===== src/rtl/or_test_sequencer.sv =====
// Sweeps every WIDTH-bit vector into an OR gate and checks its result against |data_o.
// Optional feature macro: STOP_ON_ERR_EN (end the sweep at the first mismatch).
module or_test_sequencer #(
  parameter int unsigned WIDTH  = 10,
  parameter int unsigned SETTLE = 2
) (
  input  logic             clk,
  input  logic             rst_n,
  input  logic             start,
  output logic [WIDTH-1:0] data_o,
  input  logic             result_i,
  output logic             busy,
  output logic             done,
  output logic             pass,
  output logic [WIDTH:0]   err_cnt,
  output logic [WIDTH-1:0] first_err_vec
);

  localparam int unsigned CntW = (SETTLE > 1) ? $clog2(SETTLE) : 1;
  localparam logic [CntW-1:0] CntLoad = CntW'(SETTLE - 1);

  typedef enum logic [1:0] {StIdle, StSettle, StCheck, StDone} state_e;

  state_e          state_q;
  logic [CntW-1:0] cnt_q;
  logic            mismatch;
  logic            last_vec;
  logic            finish;

  assign mismatch = (result_i != (|data_o));
  assign last_vec = &data_o;
  assign pass     = done && (err_cnt == '0);

`ifdef STOP_ON_ERR_EN
  assign finish = last_vec || mismatch;
`else
  assign finish = last_vec;
`endif

  always_ff @(posedge clk or negedge rst_n) begin
    if (!rst_n) begin
      state_q       <= StIdle;
      cnt_q         <= '0;
      data_o        <= '0;
      err_cnt       <= '0;
      first_err_vec <= '0;
      busy          <= 1'b0;
      done          <= 1'b0;
    end else begin
      case (state_q)
        StIdle, StDone: begin
          if (start) begin
            data_o        <= '0;
            err_cnt       <= '0;
            first_err_vec <= '0;
            cnt_q         <= CntLoad;
            done          <= 1'b0;
            busy          <= 1'b1;
            state_q       <= StSettle;
          end
        end
        StSettle: begin
          if (cnt_q == '0) state_q <= StCheck;
          else             cnt_q   <= cnt_q - 1'b1;
        end
        StCheck: begin
          if (mismatch) begin
            err_cnt <= err_cnt + 1'b1;
            if (err_cnt == '0) first_err_vec <= data_o;
          end
          if (finish) begin
            busy    <= 1'b0;
            done    <= 1'b1;
            state_q <= StDone;
          end else begin
            data_o  <= data_o + 1'b1;
            cnt_q   <= CntLoad;
            state_q <= StSettle;
          end
        end
        default: state_q <= StIdle;
      endcase
    end
  end

endmodule

===== config.mk =====
export PLATFORM = sky130hd
export DESIGN_NAME = or_test_sequencer
export DESIGN_NICKNAME = d
export VERILOG_FILES = /design/src/rtl/or_test_sequencer.sv
export SDC_FILE = /design/constraint.sdc
export NUM_CORES = 1
export LEC_CHECK = 0
export CAP_MARGIN = 20
export CORE_AREA = 2 2 86 88
export CTS_CLUSTER_DIAMETER = 30
export DETAILED_ROUTE_END_ITERATION = 12
export DIE_AREA = 0 0 88 90
export HOLD_SLACK_MARGIN = 0.1
export PLACE_DENSITY_LB_ADDON = 0.1
export SLEW_MARGIN = 20
export SYNTH_ARGS = -nofsm -noshare
export SYNTH_HDL_FRONTEND = slang
export SYNTH_SLANG_ARGS = --single-unit

===== constraint.sdc =====
create_clock -name clk -period 2.1 [get_ports clk]
set_input_delay 0.21 -clock clk [delete_from_list [all_inputs] [get_ports clk]]
set_output_delay 0.21 -clock clk [all_outputs]
set_load 0.01 [all_outputs]

==> results of run 1 <==
[cells in the final DEF (no fill, tap or decap), types with 2 or more instances in the layout]
| cell | count |
|---|---|
| nand3_1 | 12 |
| xnor2_1 | 4 |
| o311ai_0 | 2 |
| mux2i_1 | 2 |
| nor3_1 | 10 |
| a22o_1 | 5 |
| nand2_1 | 31 |
| clkdlybuf4s50_1 | 35 |
| nand4b_1 | 2 |
| nand2b_1 | 2 |
| clkbuf_1 | 2 |
| o21ai_0 | 7 |
| inv_1 | 10 |
| and3_1 | 4 |
| a221o_1 | 2 |
| nand4_1 | 13 |
| clkbuf_8 | 6 |
| nor4b_1 | 2 |
| o21ai_1 | 2 |
| or3_1 | 2 |
| a31oi_1 | 4 |
| nor2_1 | 20 |
| buf_4 | 41 |
| dfrtp_1 | 34 |
| dfrtp_2 | 2 |
| o211ai_1 | 6 |
| o22ai_1 | 2 |
| nor4_1 | 6 |
| a21oi_1 | 8 |
| ha_1 | 7 |
[worst paths after layout]
check,from,end,depth (start not counted)
worst max-delay path,data_o[0]$_DFFE_PN0P_,err_cnt[5]$_DFFE_PN0P_,8
worst min-delay path,rst_n,err_cnt[9]$_DFFE_PN0P_,2
worst max register to register,data_o[0]$_DFFE_PN0P_,err_cnt[5]$_DFFE_PN0P_,8
worst min register to register,first_err_vec[4]$_DFFE_PN0P_,first_err_vec[4]$_DFFE_PN0P_,1
max in group asynchronous,rst_n,data_o[0]$_DFFE_PN0P_,3
min in group clk,first_err_vec[4]$_DFFE_PN0P_,first_err_vec[4]$_DFFE_PN0P_,1
[logic make-up (layout without fill, tap and decap cells)]
kind of cell	after synthesis	after routing	synth area share, %
XOR/XNOR	4	4	1.68
AND/OR/NAND/NOR	115	115	28.5
buffers and inverters	29	98	5.98
flip-flops	36	36	43.1
adder cells (fa/ha/maj)	7	7	4.19
AO/OA/AOI/OAI	45	45	15.1
multiplexers	3	3	1.50
[critical path: cells and delay by family, from the launching register on]
family | cells | cell delay [ns]
AO/OA/AOI/OAI | 2 | 0.54
flip-flops | 1 | 0.41
AND/OR/NAND/NOR | 3 | 0.63
buffers and inverters | 2 | 0.20
adder cells (fa/ha/maj) | 1 | 0.16
[power by group through the flow]
stage,clock network [W],logic [W],registers [W]
2_1_floorplan,0,0.000638,0.000810
3_3_place_gp,0,0.00117,0.000781
3_5_place_dp,0,0.00117,0.000781
4_1_cts,0.000552,0.00119,0.000767
5_1_grt,0.000580,0.00135,0.000774
6_report,0.000535,0.00120,0.000767
[metal layers]
| metal | share of wire (%) | vias to the layer above | global-route usage (%) |
|---|---|---|---|
| li1 | - | 1008 | - |
| met1 | 46 | 980 | 22.1 |
| met2 | 48 | 51 | 25.9 |
| met3 | 3.8 | 8 | 3.21 |
| met4 | 1.6 | 0 | 5.38 |
| met5 | 0 | - | 0 |
[sequential cells by signal, indices dropped and copies added (netlist names)]
| signal | count |
|---|---|
| cnt_q | 1 |
| err_cnt | 11 |
| first_err_vec | 10 |
| data_o | 10 |
| busy | 1 |
| state_q | 2 |
| done | 1 |
[repair_timing]
item	in CTS	in global routing
pin swaps	2	0
buffers inserted	1	0
endpoints found under the setup margin	1	15
hold buffers	1	0
resized for setup	2	4
hold endpoints to repair	17	0
[per-stage QoR]
step	TNS [ns]	cell area, um2	setup WS [ns]	std cells	hold slack (ns)
final	0	2920	0.0452	407	0.390
after global routing	-0.198	2920	-0.0805	407	0.430
after CTS	0	2910	0.00396	407	0.408
after detailed placement	0	2800	0.0550	397	0.191
after global placement	0	2800	0.0876	397	0.195
after floorplan	0	2090	0.0000335	239	-0.0856
[area by class of cell]
type	count	area, um2
Fill cell	724	4100
Sequential cell	36	903
Clock buffer	8	90.1
Timing Repair Buffer	79	682
Tap cell	99	124
Multi-Input combinational cell	174	1080
Inverter	11	41.3
==> results by group, run 1 <==
Detailed routing
  – 1st-pass router iterations: 4
  – Via count: 2047
  – DR vias/cell: 5.03
  – DRC errors left: 0
  – Drt first-iter violations: 82
  – WL per Instance: 14.6 um
  – Routed Antenna Nets: 0
  – Wirelength, routed: 5950 um

Critical path
  – WS Path Type: reg2reg
  – Internal reg-to-reg setup slack: 0.05 ns
  – Worst Path Arrival: 2.23 ns
  – CP max FO: 5
  – Crit path launch type: flop
  – Crit-path max cell delay: 0.41 ns
  – Crit end category: flop
  – Crit-path cells: inv_2 -> ha_1 -> nor4b_4 -> a31oi_2 -> or2_1 -> buf_4 -> o311ai_0 -> nand3_1
  – Data required, critical path: 2.27 ns
  – Slowest CP cell: dfrtp_2

STA
  – Final slew viol count: 0
  – Tightest Pin Transition: 0.459 ns
  – # setup viols final: 0
  – Final Hold Fails: 0
  – RSZ-0062 raised after global routing: yes
  – Slew HR: 69.4%
  – Fmax: 487 MHz
  – Period utilisation layout: 97.8%
  – Minimum clock period: 2.05 ns
  – Clk_skew: 0.00527 ns

Final layout
  – Layout cell share with drive strength beyond 1: 19.2%
  – ANT cells: 0
  – Util after Layout: 41.6%
  – Nets: 318
  – Area growth, synth to finish: 39.8%

Synthesis
  – Synth top area share: 43.1%
  – Register area share after synthesis: 43.1%
  – Synth cell types: 46
  – Mapped Area: 2090 um2
  – Synth cell count leaders: 36 x dfrtp_1, 31 x nand2_1, 21 x nor2_1
  – Async S/R FF share, synth: 100%
  – YS warnings: 0
  – Count leader, synth: dfrtp_1
  – Synth Register Bits: 36
  – Syn Nets: 250
  – EDFF count, synth: 0
  – Area leader, netlist: dfrtp_1
  – Cells after synthesis: 239
  – Top FF cell, synth: dfrtp_1
  – Mean cell area of the mapped netlist: 8.75 um2
  – Synth top area cells: dfrtp_1 43%, nand2_1 5.6%, ha_1 4.2%

Power and ir drop
  – Pwr Total: 0.00250 W
  – Pwr/cell area: 856 nW/um2
  – Worst vdd ir: 0.000639 V
  – Logic pwr share: 47.9%
  – Cell internal pwr: 0.00148 W
  – Switching power: 0.00102 W
  – Switching Share: 40.9%
  – Leakage: 1.25 nW
  – Seq pwr share: 30.7%
  – Clk network pwr share: 21.4%

Floorplan
  – Core Footprint: 7020 um2
  – Rows: 31
  – IO Count: 38
  – Die span in x: 88 um
  – Initial Util: 29.8%
  – Chip Height: 90 um
  – Die Area: 7920 um2

Placed design
  – Number of I/O port buffers: 37
  – Final Wtd Congestion: 0.758
  – Post-detail-place hpwl: 4420 um

Global routing
  – GRT overflow: 0
  – Largest net degree at the start of global routing: 20
  – GRT Util Overall: 16.3%
  – Initial antenna violation count: 0
  – Vias in the first global route: 1963
  – First-pass GRT wire length: 10100 um

Clock tree
  – Clk Latency, worst-skew pair: 0.30 ns
  – Worst-path clk slew: 0.08 ns
  – # clock sinks: 36
  – Num CTS Buffers: 5
  – Max clock buf depth: 2
  – Root Buffer: clkbuf_8
  – CTS tree: done
  – Number of H-tree levels: 2

Run
  – Number of max-cap violations: 0

Hold path
  – HP Class: in2async

Status
  – Outcome: completed
Note: power is estimated with default switching activity, not from simulation.
==> run 2, diff against run 1 <==
- ABC_CLOCK_PERIOD_IN_PS: default -> 2100
- CAP_MARGIN: 20 -> 30
==> results of run 2 <==
The final DEF is identical to that of run 1; final timing and power are the same.
